[src/rtl/cube_if.sv]
// Handshake bundle for the sequential cube unit: operand, start request,
// busy flag and 24-bit result.
interface cube_if;
   logic [7:0]  a_bi;
   logic        start_i;
   logic        busy_o;
   logic [23:0] y_bo;

   modport master (output a_bi, output start_i, input busy_o, input y_bo);
   modport slave  (input a_bi, input start_i, output busy_o, output y_bo);
endinterface

[src/rtl/cube.sv]
// Sequential cube unit: y = a*a*a using a 1-bit-per-cycle shift-add multiplier run twice.
// Optional macro CUBE_EARLY_EXIT_EN ends each multiply phase once the multiplier runs out of set bits.
module cube (
   input  logic   clk_i,
   input  logic   rst_i,
   cube_if.slave  bus
);
   typedef enum logic [1:0] {IDLE, SQUARE, CUBE, DONE} state_t;

   state_t      state;
   logic        busy;
   logic [23:0] y;
   logic [7:0]  x;
   logic [7:0]  m;
   // The second pass shifts a 16-bit square up to 7 places, so md spans 24 bits.
   logic [23:0] md;
   logic [23:0] acc;
   logic [23:0] acc_add;
   logic        last_iter;

   assign acc_add = m[0] ? (acc + md) : acc;

`ifdef CUBE_EARLY_EXIT_EN
   assign last_iter = (m[7:1] == 7'd0);
`else
   logic [3:0]  cnt;
   assign last_iter = (cnt == 4'd7);
`endif

   assign bus.busy_o = busy;
   assign bus.y_bo   = y;

   always_ff @(posedge clk_i) begin
      if (rst_i) begin
         state <= IDLE;
         busy  <= 1'b0;
         y     <= 24'd0;
      end else begin
         case (state)
            IDLE: begin
               if (bus.start_i) begin
                  x     <= bus.a_bi;
                  m     <= bus.a_bi;
                  md    <= {16'd0, bus.a_bi};
                  acc   <= 24'd0;
`ifndef CUBE_EARLY_EXIT_EN
                  cnt   <= 4'd0;
`endif
                  y     <= 24'd0;
                  busy  <= 1'b1;
                  state <= SQUARE;
               end
            end
            SQUARE, CUBE: begin
               acc <= acc_add;
               md  <= md << 1;
               m   <= m >> 1;
`ifndef CUBE_EARLY_EXIT_EN
               cnt <= cnt + 4'd1;
`endif
               if (last_iter) begin
                  if (state == SQUARE) begin
                     // Square becomes the multiplicand for the second pass.
                     m     <= x;
                     md    <= {8'd0, acc_add[15:0]};
                     acc   <= 24'd0;
`ifndef CUBE_EARLY_EXIT_EN
                     cnt   <= 4'd0;
`endif
                     state <= CUBE;
                  end else begin
                     state <= DONE;
                  end
               end
            end
            DONE: begin
               y     <= acc;
               busy  <= 1'b0;
               state <= IDLE;
            end
            default: begin
               busy  <= 1'b0;
               state <= IDLE;
            end
         endcase
      end
   end
endmodule

[src/flat_wrapper.sv]
// flat-port wrapper written by rule: the top's interface ports become plain ports
module cube_flat 
  (clk_i, rst_i, bus_a_bi, bus_start_i, bus_busy_o, bus_y_bo);
  cube_if bus_i ();
  input  logic clk_i;
  input  logic rst_i;
  input wire logic [$bits(bus_i.a_bi)-1:0] bus_a_bi;
  input wire logic [$bits(bus_i.start_i)-1:0] bus_start_i;
  output wire logic [$bits(bus_i.busy_o)-1:0] bus_busy_o;
  output wire logic [$bits(bus_i.y_bo)-1:0] bus_y_bo;
  assign bus_i.a_bi = bus_a_bi;
  assign bus_i.start_i = bus_start_i;
  assign bus_busy_o = bus_i.busy_o;
  assign bus_y_bo = bus_i.y_bo;
  cube u_core (.clk_i(clk_i), .rst_i(rst_i), .bus(bus_i));
endmodule
[config.mk]
export PLATFORM = sky130hd
export DESIGN_NAME = cube_flat
export DESIGN_NICKNAME = d
export VERILOG_FILES = /design/src/rtl/cube_if.sv /design/src/rtl/cube.sv /design/src/flat_wrapper.sv
export SDC_FILE = /design/constraint.sdc
export NUM_CORES = 1
export LEC_CHECK = 0
export ABC_AREA = 1
export CAP_MARGIN = 20
export CORE_UTILIZATION = 65
export CTS_CLUSTER_SIZE = 8
export DETAILED_ROUTE_END_ITERATION = 12
export PLACE_DENSITY = 0.86
export SLEW_MARGIN = 5
export SYNTH_ARGS = -nofsm -noshare
export SYNTH_HDL_FRONTEND = slang
export SYNTH_SLANG_ARGS = --single-unit
[constraint.sdc]
create_clock -name clk_i -period 9 [get_ports clk_i]
set_input_delay 0.9 -clock clk_i [delete_from_list [all_inputs] [get_ports clk_i]]
set_output_delay 0.9 -clock clk_i [all_outputs]
set_load 0.02 [all_outputs]
# Word-level counts from Yosys, hierarchy flattened
# Index checks and enable logic that the tools add are counted.
word_totals:
  wordCells: 49
  regBits: 95
  out_inout_bits: 25
  inputBits: 11
op_classes:
  muxes: 24
  bitwise_logic: 1
  n_addsub: 2
  eq_ne: 6
  reduce_logical: 8
ops:
  columns: ["op", "count"]
  rows:
  - ["$mux W24", 7]
  - ["$pmux W24 S2", 3]
  - ["$add A24 B24 Y24", 1]
  - ["$mux W8", 3]
  - ["$pmux W8 S2", 1]
  - ["$mux W4", 3]
  - ["$pmux W4 S2", 1]
  - ["$pmux W2 S3", 1]
  - ["$reduce_and A3 Y1", 2]
  - ["$add A4 B1 Y4 const B", 1]
  - ["$eq A2 B2 Y1 const B", 2]
  - ["$eq A4 B3 Y1 const B", 1]
  - ["$mux W2", 2]
  - ["$reduce_and A2 Y1", 2]
  - ["$reduce_bool A2 Y1", 2]
  - ["$eq A2 B1 Y1 const B", 1]
  - ["$logic_not A2 Y1", 1]
  - ["$mux W1", 2]
  - ["$ne A2 B1 Y1 const B", 1]
  - ["$ne A2 B2 Y1 const B", 1]
  - ["$pmux W1 S2", 1]
  - ["$reduce_or A2 Y1", 1]
  - ["$not A1 Y1", 1]

# Depth between registers and ports, before layout
# Gate-level depths: netlist (run 1).
logic_depth:
  depth_word: 5
  depth_mapped: 13

# Worst setup path after synthesis (run 1)
# Ideal clock, no wire load.
synth_path:
  path_type: "input to register"
  start: "input rst_i"
  end: "register u_core.acc[0] (enable)"
  n_path_buf: 1
  cell_stages: 2
  required_time_ns: 8.449
  arrival_time_ns: 5.249
  setup_slack_ns: 3.200
  cell_sequence: "clkbuf_1 > nor3_1"
synth_between:
  elab_chain_cells: 2
synth_lines:
  columns: ["item", "line", "text"]
  rows:
  - ["start: declaration", "flat_wrapper.sv:6", "input logic rst_i;"]
  - ["$not A1 Y1 (no source line)", null, null]
  - ["$reduce_and A3 Y1 (no source line)", null, null]
  - ["end signal: assignment", "cube.sv:45", "acc <= 24'd0;"]
  - ["end signal: assignment", "cube.sv:55", "acc <= acc_add;"]
  - ["end signal: assignment", "cube.sv:66", "acc <= 24'd0;"]
  - ["end: declaration", "cube.sv:17", "logic [23:0] acc;"]
# No other way between the ends.
# A chain may end at the register's enable or synchronous reset.

# Worst setup path in the final report (run 1)
layout_path:
  start: "register u_core.m[0]"
  end: "register u_core.md[1], data pin"
layout_between:
  elab_chain_cells: 4
layout_lines:
  columns: ["item", "line", "text"]
  rows:
  - ["start: declaration", "cube.sv:14", "logic [7:0] m;"]
  - ["start signal: assignment", "cube.sv:43", "m <= bus.a_bi;"]
  - ["start signal: assignment", "cube.sv:57", "m <= m >> 1;"]
  - ["$mux W24", "cube.sv:21", "assign acc_add = m[0] ? (acc + md) : acc;"]
  - ["$mux W24", "cube.sv:62", "if (state == SQUARE) begin"]
  - ["$mux W24", "cube.sv:61", "if (last_iter) begin"]
  - ["$pmux W24 S2", "cube.sv:39", "case (state)"]
  - ["end signal: assignment", "cube.sv:44", "md <= {16'd0, bus.a_bi};"]
  - ["end signal: assignment", "cube.sv:56", "md <= md << 1;"]
  - ["end signal: assignment", "cube.sv:65", "md <= {8'd0, acc_add[15:0]};"]
  - ["end: declaration", "cube.sv:16", "logic [23:0] md;"]
# No other way between the ends.

==> metrics, run 1 <==
Max-slew headroom 0.301; type of the setup path with the least slack flop to flop; areal power density over the cells 341 mW/mm²; Setup crit start u_core.m[0]; routed wirelength normalized by instance count 14.1 µm; ports placed on the boundary 36; number of clock sinks 95; layout net count 878; critical path fanouts, max 26; worst reg-to-reg path cell count 3; critical path data arrival time 2.78 ns; overall routing resource usage 0.293; largest voltage drop on the vdd net 0.313 mV; ratio of cells with drive above 1 in the final layout 0.0829; result of the run completed; Most used DFF post-synth sky130_fd_sc_hd__edfxtp_1; starting utilization of the core area 0.681; RSZ-0062 raised after global routing no; buffer levels on the longest clock path 2; Pre-Repair DR Iteration Count 7; number of max-cap violations 0; register area share after synthesis 0.429; async set or reset register ratio after synthesis 0; buffers inserted during post-CTS setup optimization 0; element type at the critical path start flop; destination of the worst hold path u_core.bus.y_bo[2]; cts-stage hold buffer count 0; TritonCTS clock tree done; port buffer count 35; largest net degree at the start of global routing 61; distinct cell type count of the synthesized netlist 38; # setup viols final 0; reg-to-reg startpoint u_core.m[0]; fraction of synthesized cell area taken by the top area cell type 0.339; area overhead of the layout relative to synthesis 10.3%; clock buffers created by TritonCTS 9; Clock Skew 0.0180 ns; worst r2r dst u_core.md[1]; Worst path max stage delay 1.06 ns; first-pass GRT wire length 22300 µm; clock latency reported for the late side of the worst-skew pair 0.38 ns; # diodes 0; Mapped Avg Cell Area 7.45 µm²; final wirelength 13400 µm; minimum setup slack among reg-to-reg paths 6.32 ns; slew at the pin with the worst max-slew slack 1.05 ns; Cell Area, Synth 0.00602 mm²; EDFF count, synth 68; total count of hold-check failures in the final report 0; number of instances in the synthesized netlist 808; startpoint of the lowest-slack hold path u_core.bus.y_bo[2]; Die Footprint 0.00966 mm²; clock-pin slew on the worst setup and hold paths 0.10 ns; DPL Wire Length 9740 µm; number of instances on the worst hold path 2; drc violations 0; count of vias placed by the detailed router 5157; largest area contributor in the netlist sky130_fd_sc_hd__edfxtp_1; Die Height 98.3 µm; final critical-path share of the clock period 0.297; root buffer cell sky130_fd_sc_hd__clkbuf_8; Commonest cells post-synth 229 x sky130_fd_sc_hd__nand2_1, 164 x sky130_fd_sc_hd__inv_1, 89 x sky130_fd_sc_hd__nor2_1; slowest cell on the critical path sky130_fd_sc_hd__edfxtp_1; total power of the final layout 2.26 mW; CORE AREA 0.00885 mm²; clock period minus final worst setup slack 2.68 ns; vias in the first global route 5032; standby leakage power 3.09 nW; worst-case setup slack after placement 6.21 ns; Antenna Violating Nets Remaining 0; minimum setup slack in the final design 6.32 ns; register bit count reported by yosys 95; Peak Freq 374 MHz; antenna violations before repair 0; CP endpoint kind flop; vias per std cell 5.42; cells resized by post-CTS repair 0; chip width 98.3 µm; FP Rows 34; ranking of synthesized cells by area sky130_fd_sc_hd__edfxtp_1 34%, sky130_fd_sc_hd__nand2_1 14%, sky130_fd_sc_hd__inv_1 10%, sky130_fd_sc_hd__dfxtp_1 9.0%, sky130_fd_sc_hd__ha_1 5.6%; worst min-delay path class flop to flop; Total Negative Setup Slacks 0 ns; post-synthesis net count 847; most instantiated library cell after synthesis sky130_fd_sc_hd__nand2_1; RD Place Congestion 0.904; DRC marker count from the first detailed-route iteration 264; Critical Path RT 9.11 ns; YS warnings 0; CTS H-tree depth 3; aggregate global routing overflow 0; CP Cell Sequence inv_1 -> o21ai_0 -> o211ai_1; count of final max-slew check failures 0; fill count 662
[layout by cell type (no fill, tap or decap), types with 15 or more instances in the layout]
master                            Yosys  final
sky130_fd_sc_hd__nand2_1            229    229
sky130_fd_sc_hd__inv_1              164    164
sky130_fd_sc_hd__nor2_1              89     89
sky130_fd_sc_hd__edfxtp_1            68     68
sky130_fd_sc_hd__nand3_1             40     40
sky130_fd_sc_hd__clkdlybuf4s50_1      0     35
sky130_fd_sc_hd__a21oi_1             27     27
sky130_fd_sc_hd__ha_1                27     27
sky130_fd_sc_hd__dfxtp_1             27     27
sky130_fd_sc_hd__o21ai_0             15     15
[per-stage QoR]
stage	utilization	hold slack, ns	cells	area (µm²)
floorplan	-	0.485	808	6020
global placement	0.726	0.491	935	6420
detailed placement	0.727	0.499	936	6440
CTS	0.751	0.515	952	6640
global route	0.751	0.525	952	6640
finish	0.751	0.513	952	6640
[worst max-delay path, delay by kind of cell, from the launching register on]
family / cells / cell delay (ns)
AO/OA/AOI/OAI: 2 / 0.64
buffers and inverters: 1 / 0.71
flip-flops: 1 / 1.06
[cell type report]
| type | count | area, µm² | area share |
|---|---|---|---|
| clock inverters | 6 | 57.6 | 0.00866 |
| repair buffers | 38 | 380 | 0.0573 |
| multi-input cells | 526 | 2700 | 0.407 |
| inverters | 169 | 637 | 0.0959 |
| well taps | 108 | 135 | 0.0203 |
| flip-flops and latches | 95 | 2580 | 0.389 |
| clock buffers | 10 | 149 | 0.0224 |
[sequential cells by signal, summed over array words and instances, names as in the netlist]
| register | cells |
|---|---|
| u_core.bus.y_bo | 24 |
| u_core.x | 8 |
| u_core.cnt | 4 |
| u_core.acc | 24 |
| u_core.md | 24 |
| u_core.bus.busy_o | 1 |
| u_core.state | 2 |
| u_core.m | 8 |
[report_power, final]
group	internal (mW)	switching, mW
combinational	0.401	0.836
sequential	0.652	0.0794
clock	0.124	0.171
total	1.18	1.09
[layer usage]
metal  GRT usage  part of all wire  vias to the layer above
met3      0.0408             0.043                       36
met5           0                 0                        -
li1            -                 -                     2605
met1       0.349              0.42                     2376
met4       0.133             0.031                        0
met2       0.525              0.50                      140
[kinds of logic (layout without fill, tap and decap cells)]
| logic type | Yosys count | in the layout | share of synthesized area |
|---|---|---|---|
| adder cells (fa/ha/maj) | 28 | 28 | 0.0594 |
| buffers and inverters | 187 | 223 | 0.124 |
| flip-flops | 95 | 95 | 0.429 |
| AO/OA/AOI/OAI | 86 | 86 | 0.0920 |
| AND/OR/NAND/NOR | 408 | 408 | 0.290 |
| XOR/XNOR | 4 | 4 | 0.00582 |
[how the worst max path moves through the flow]
stage,slack [ns],cells past startpoint,to
floorplan,3.20,2,u_core.acc[0]
global placement,6.25,4,u_core.acc[12]
detailed placement,6.21,4,u_core.md[14]
CTS,6.39,3,u_core.md[1]
global route,6.20,3,u_core.md[1]
finish,6.32,3,u_core.md[1]
(Power assumes the default switching activity.)
==> run 2: changes to the inputs <==
--- a/config.mk
+++ b/config.mk
@@ -7,10 +7,10 @@
 export LEC_CHECK = 0
 export ABC_AREA = 1
 export CAP_MARGIN = 20
-export CORE_UTILIZATION = 65
+export CORE_UTILIZATION = 55
 export CTS_CLUSTER_SIZE = 8
 export DETAILED_ROUTE_END_ITERATION = 12
-export PLACE_DENSITY = 0.86
+export PLACE_DENSITY = 0.78
 export SLEW_MARGIN = 5
 export SYNTH_ARGS = -nofsm -noshare
 export SYNTH_HDL_FRONTEND = slang
==> constraint.sdc (replaced) <==
create_clock -name clk_i -period 2.37 [get_ports clk_i]
set_input_delay 0.237 -clock clk_i [delete_from_list [all_inputs] [get_ports clk_i]]
set_output_delay 0.237 -clock clk_i [all_outputs]
set_load 0.02 [all_outputs]
==> run 2 against run 1 <==
Non-clock buffer count rose by 4; register-to-register slack got worse by 6.2 ns; sequential share of layout area shrank 0.51 points; sequential power grew to 3.7 times the previous value.
==> metrics, run 2 (synthesis results as in run 1) <==
commonest non-fill, non-tap cell in the layout sky130_fd_sc_hd__nand2_1 (unchanged); internal power consumption 4.67 mW (was 1.18 mW); final critical-path share of the clock period 0.943 (was 0.297); DRC marker count from the first detailed-route iteration 243 (was 264); root buffer cell sky130_fd_sc_hd__clkbuf_8 (unchanged); worst r2r dst u_core.md[8] (was u_core.md[1]); Max-slew headroom 0.518 (was 0.301); combinational fraction of design power 0.559 (was 0.547); multi-input gate area in the final layout 0.00272 mm² (was 0.00270 mm²); clock-pin slew on the worst setup and hold paths 0.09 ns (was 0.10 ns); area used by sequential logic in the layout 0.00258 mm² (about the same); fill count 958 (was 662); Die Footprint 0.0114 mm² (was 0.00966 mm²); ratio of cells with drive above 1 in the final layout 0.0885 (was 0.0829); clock period minus final worst setup slack 2.23 ns (was 2.68 ns); DPL Wire Length 10300 µm (was 9740 µm); net switching power 4.10 mW (was 1.09 mW); buffer levels on the longest clock path 2 (unchanged); type of the setup path with the least slack flop to flop (unchanged); area overhead of the layout relative to synthesis 11.9% (was 10.3%); worst-case setup slack after placement 0.181 ns (was 6.21 ns); critical path fanouts, max 4 (was 26); Setup crit start u_core.acc[0] (was u_core.m[0]); drc violations 0 (unchanged); Critical Path RT 2.51 ns (was 9.11 ns); most frequent cells in the layout 229 x sky130_fd_sc_hd__nand2_1, 162 x sky130_fd_sc_hd__inv_1, 89 x sky130_fd_sc_hd__nor2_1 (was 229 x sky130_fd_sc_hd__nand2_1, 164 x sky130_fd_sc_hd__inv_1, 89 x sky130_fd_sc_hd__nor2_1); number of max-cap violations 0 (unchanged); starting utilization of the core area 0.576 (was 0.681); first-pass GRT wire length 23500 µm (was 22300 µm); clock latency reported for the late side of the worst-skew pair 0.39 ns (was 0.38 ns); port buffer count 35 (unchanged); vias per std cell 5.25 (was 5.42); overall routing resource usage 0.269 (was 0.293); Peak Freq 447 MHz (was 374 MHz); sequential group share of total power 0.311 (was 0.323); Pre-Repair DR Iteration Count 5 (was 7); vias in the first global route 5055 (was 5032); clock buffers created by TritonCTS 9 (unchanged); chip width 107 µm (was 98.3 µm); number of clock sinks 95 (unchanged); layout net count 882 (was 878); worst reg-to-reg path cell count 11 (was 3); ports placed on the boundary 36 (unchanged); switching fraction of total power 0.468 (was 0.480); areal power density over the cells 1300 mW/mm² (was 341 mW/mm²); antenna violations before repair 0 (unchanged); final wirelength 14000 µm (was 13400 µm); reg-to-reg startpoint u_core.acc[0] (was u_core.m[0]); buffers inserted during post-CTS setup optimization 0 (unchanged); worst min-delay path class input port to flop (was flop to flop); destination of the critical timing path u_core.md[8] (was u_core.md[1]); TritonCTS clock tree done (unchanged); total count of hold-check failures in the final report 0 (unchanged); CORE AREA 0.0105 mm² (was 0.00885 mm²); count of vias placed by the detailed router 5162 (was 5157); RSZ-0062 raised after global routing no (unchanged); result of the run completed (unchanged); Die Height 107 µm (was 98.3 µm); cts-stage hold buffer count 0 (unchanged); aggregate global routing overflow 0 (unchanged); CTS H-tree depth 3 (unchanged); element type at the critical path start flop (unchanged); minimum setup slack among reg-to-reg paths 0.14 ns (was 6.32 ns); minimum setup slack in the final design 0.135 ns (was 6.32 ns); largest voltage drop on the vdd net 1.14 mV (was 0.313 mV); FP Rows 37 (was 34); share of power burned in the clock network 0.130 (about the same); slew at the pin with the worst max-slew slack 0.721 ns (was 1.05 ns); # setup viols final 0 (unchanged); # diodes 0 (unchanged); CP endpoint kind flop (unchanged); largest net degree at the start of global routing 61 (unchanged); Antenna Violating Nets Remaining 0 (unchanged); final core utilization 0.644 (was 0.751); routed wirelength normalized by instance count 14.2 µm (was 14.1 µm); critical path data arrival time 2.38 ns (was 2.78 ns); number of instances on the worst hold path 1 (was 2); count of final max-slew check failures 0 (unchanged); RD Place Congestion 0.918 (was 0.904); standby leakage power 3.11 nW (was 3.09 nW); Clock Skew 0.0176 ns (was 0.0180 ns); cells resized by post-CTS repair 0 (unchanged)
[run 2: per-stage QoR]
stage	total power, mW	area (µm²)	cells	setup TNS, ns	hold WS, ns
final	8.77	6740	983	0	0.435
after global routing	9.54	6740	983	0	0.432
after CTS	8.73	6720	982	0	0.421
after detailed placement	7.59	6520	967	0	0.502
after global placement	7.44	6520	967	0	0.495
after floorplan	6.45	6050	808	-16.82	0.336
[run 2: critical path: stages, from the launching register on]
cell                       delay, ns
sky130_fd_sc_hd__edfxtp_1       0.43
sky130_fd_sc_hd__ha_1           0.26
sky130_fd_sc_hd__fa_1           0.44
sky130_fd_sc_hd__nand2_1        0.12
sky130_fd_sc_hd__nand2_1        0.08
sky130_fd_sc_hd__and2_4         0.16
sky130_fd_sc_hd__nand2_1        0.07
sky130_fd_sc_hd__nand2_2        0.06
sky130_fd_sc_hd__xnor2_1        0.15
sky130_fd_sc_hd__nand2_1        0.10
sky130_fd_sc_hd__nand3_1        0.09
sky130_fd_sc_hd__nand2_1        0.05
[run 2: worst min-delay path by stage]
stage	end	from
global placement	u_core.bus.y_bo[18]	u_core.bus.y_bo[18]
global route	u_core.x[3]	bus_a_bi[3]
floorplan	u_core.x[0]	bus_a_bi[0]
CTS	u_core.x[2]	bus_a_bi[2]
finish	u_core.x[2]	bus_a_bi[2]
detailed placement	u_core.bus.y_bo[18]	u_core.bus.y_bo[18]
[run 2: power by group through the flow]
stage	combinational, mW	sequential (mW)	clock [mW]
after floorplan	3.73	2.72	0
after CTS	4.85	2.72	1.16
after detailed placement	4.83	2.76	0
after global routing	5.54	2.78	1.22
after global placement	4.71	2.74	0
final	4.90	2.72	1.14
[run 2: cell type report]
type,instances,area share
Clock buffer,9,0.0184
Clock inverter,6,0.0113
Inverter,169,0.0949
Multi-Input combinational cell,526,0.404
Sequential cell,95,0.384
Tap cell,136,0.0253
Timing Repair Buffer,42,0.0628
[run 2: per-layer routing]
metal	GRT usage	part of all wire	up-vias
met5	0	0	-
li1	-	-	2618
met3	0.0535	0.046	28
met1	0.329	0.44	2391
met2	0.461	0.49	125
met4	0.112	0.028	0
==> run 3: changes to the inputs <==
==> constraint.sdc (replaced) <==
create_clock -name clk_i -period 2.37 [get_ports clk_i]
set_input_delay 0.474 -clock clk_i [delete_from_list [all_inputs] [get_ports clk_i]]
set_output_delay 0.474 -clock clk_i [all_outputs]
set_load 0.02 [all_outputs]
==> run 3 against run 2 <==
Non-clock buffer count increased by 2; global-route usage decreased by 0.28 points; worst setup slack got worse by 0.0072 ns; critical path type unchanged.
==> metrics, run 3 (synthesis results as in run 1) <==
Max-slew headroom 0.537 (was 0.518); buffer levels on the longest clock path 2 (unchanged); internal power consumption 4.58 mW (was 4.67 mW); final wirelength 14000 µm (about the same); Worst path max stage delay 0.44 ns (about the same); critical path fanouts, max 3 (was 4); buffers inserted during post-CTS setup optimization 0 (unchanged); worst min-delay path class flop to flop (was input port to flop); first-pass GRT wire length 23500 µm (about the same); largest net degree at the start of global routing 35 (was 61); # setup viols final 0 (unchanged); vias in the first global route 5190 (was 5055); root buffer cell sky130_fd_sc_hd__clkbuf_8 (unchanged); final core utilization 0.644 (about the same); CORE AREA 0.0105 mm² (unchanged); net switching power 4.11 mW (was 4.10 mW); layout net count 884 (was 882); buffering stage count on the worst path with inverters included 1 (was 0); sequential group share of total power 0.313 (was 0.311); ports placed on the boundary 36 (unchanged); Total Negative Setup Slacks 0 ns (unchanged); slew at the pin with the worst max-slew slack 0.692 ns (was 0.721 ns); overall routing resource usage 0.266 (was 0.269); FP Rows 37 (unchanged); DRC marker count from the first detailed-route iteration 277 (was 243); critical path's top delay family simple AND/OR/NAND/NOR gates (unchanged); Die Footprint 0.0114 mm² (unchanged); port buffer count 35 (unchanged); result of the run completed (unchanged); antenna violations before repair 0 (unchanged); RD Place Congestion 0.929 (was 0.918); cts-stage hold buffer count 0 (unchanged); Die Height 107 µm (unchanged); Peak Freq 446 MHz (was 447 MHz); Clock Skew 0.0108 ns (was 0.0176 ns); standby leakage power 3.11 nW (about the same); CTS H-tree depth 3 (unchanged); chip width 107 µm (unchanged); clock-pin slew on the worst setup and hold paths 0.09 ns (about the same); switching fraction of total power 0.473 (was 0.468); worst-case setup slack after placement 0.158 ns (was 0.181 ns); slowest cell on the critical path sky130_fd_sc_hd__fa_1 (unchanged); combinational fraction of design power 0.564 (was 0.559); aggregate global routing overflow 0 (unchanged); count of final max-slew check failures 0 (unchanged); total power of the final layout 8.69 mW (was 8.77 mW); RSZ-0062 raised after global routing no (unchanged); areal power density over the cells 1290 mW/mm² (was 1300 mW/mm²); drc violations 0 (unchanged); cells resized by post-CTS repair 0 (unchanged); CP endpoint kind flop (unchanged); commonest non-fill, non-tap cell in the layout sky130_fd_sc_hd__nand2_1 (unchanged); starting utilization of the core area 0.576 (unchanged); vias per std cell 5.22 (was 5.25); element type at the critical path start flop (unchanged); share of power burned in the clock network 0.122 (was 0.130); DPL Wire Length 10400 µm (was 10300 µm); routed wirelength normalized by instance count 14.2 µm (about the same); clock buffers created by TritonCTS 9 (unchanged); number of max-cap violations 0 (unchanged); area overhead of the layout relative to synthesis 11.9% (about the same); minimum setup slack in the final design 0.128 ns (was 0.135 ns); Pre-Repair DR Iteration Count 5 (unchanged); count of vias placed by the detailed router 5144 (was 5162); largest voltage drop on the vdd net 0.839 mV (was 1.14 mV); total count of hold-check failures in the final report 0 (unchanged); clock period minus final worst setup slack 2.24 ns (was 2.23 ns); most frequent cells in the layout 229 x sky130_fd_sc_hd__nand2_1, 162 x sky130_fd_sc_hd__inv_1, 89 x sky130_fd_sc_hd__nor2_1 (unchanged); most frequent cell on the critical path sky130_fd_sc_hd__nand2_1 (unchanged); number of clock sinks 95 (unchanged); Antenna Violating Nets Remaining 0 (unchanged); # diodes 0 (unchanged); final critical-path share of the clock period 0.946 (was 0.943); Critical Path RT 2.52 ns (was 2.51 ns); critical path data arrival time 2.39 ns (was 2.38 ns); TritonCTS clock tree done (unchanged); CP Cell Sequence ha_1 -> fa_1 -> nand2_1 -> nand2_1 -> nand3_1 -> nand2_1 -> nand2_1 -> nand3_1 -> nand2_1 -> nand3_1 -> nand2_1 -> inv_1 (was ha_1 -> fa_1 -> nand2_1 -> nand2_1 -> and2_4 -> nand2_1 -> nand2_2 -> xnor2_1 -> nand2_1 -> nand3_1 -> nand2_1); clock latency reported for the late side of the worst-skew pair 0.38 ns (was 0.39 ns); ratio of cells with drive above 1 in the final layout 0.0906 (was 0.0885); type of the setup path with the least slack flop to flop (unchanged)
## run 3: per-layer routing
metal,track usage,vias up,wire [µm]
met4,0.110,0,316
met2,0.473,115,6990
li1,-,2619,-
met1,0.322,2385,6240
met3,0.0365,25,488
met5,0,-,0
## run 3: path summary, 6_finish.rpt
check	cells after the start	endpoint	from	slack [ns]
setup / recovery	12	u_core.acc[22]	u_core.acc[0]	0.13
hold / removal	2	u_core.bus.y_bo[17]	u_core.bus.y_bo[17]	0.51
setup reg to reg	12	u_core.acc[22]	u_core.acc[0]	0.13
hold reg to reg	2	u_core.bus.y_bo[17]	u_core.bus.y_bo[17]	0.51
## run 3: cell type report
| class | count | area, µm² |
|---|---|---|
| clock buffers | 12 | 135 |
| flip-flops and latches | 95 | 2580 |
| repair buffers | 44 | 443 |
| multi-input cells | 526 | 2720 |
| well taps | 136 | 170 |
| clock inverters | 4 | 47.5 |
| inverters | 169 | 639 |
| fillers | 942 | 3720 |
## run 3: power groups by stage
stage | sequential (mW) | combinational, mW | clock, mW
after floorplan | 2.72 | 3.73 | 0
after detailed placement | 2.76 | 4.87 | 0
final | 2.72 | 4.90 | 1.06
after CTS | 2.72 | 4.90 | 1.07
after global routing | 2.77 | 5.55 | 1.12
after global placement | 2.73 | 4.73 | 0
## run 3: through the flow
step	hold slack [ns]	instance area, µm²	cells
detailed placement	0.495	6560	970
floorplan	0.484	6050	808
global placement	0.496	6560	970
finish	0.508	6740	986
global route	0.538	6740	986
CTS	0.508	6740	986
## run 3: tightest hold or removal path, stage by stage (launching register included)
cell and delay [ns]:
sky130_fd_sc_hd__dfxtp_1 0.32, sky130_fd_sc_hd__o211ai_1 0.08, sky130_fd_sc_hd__a21oi_1 0.06
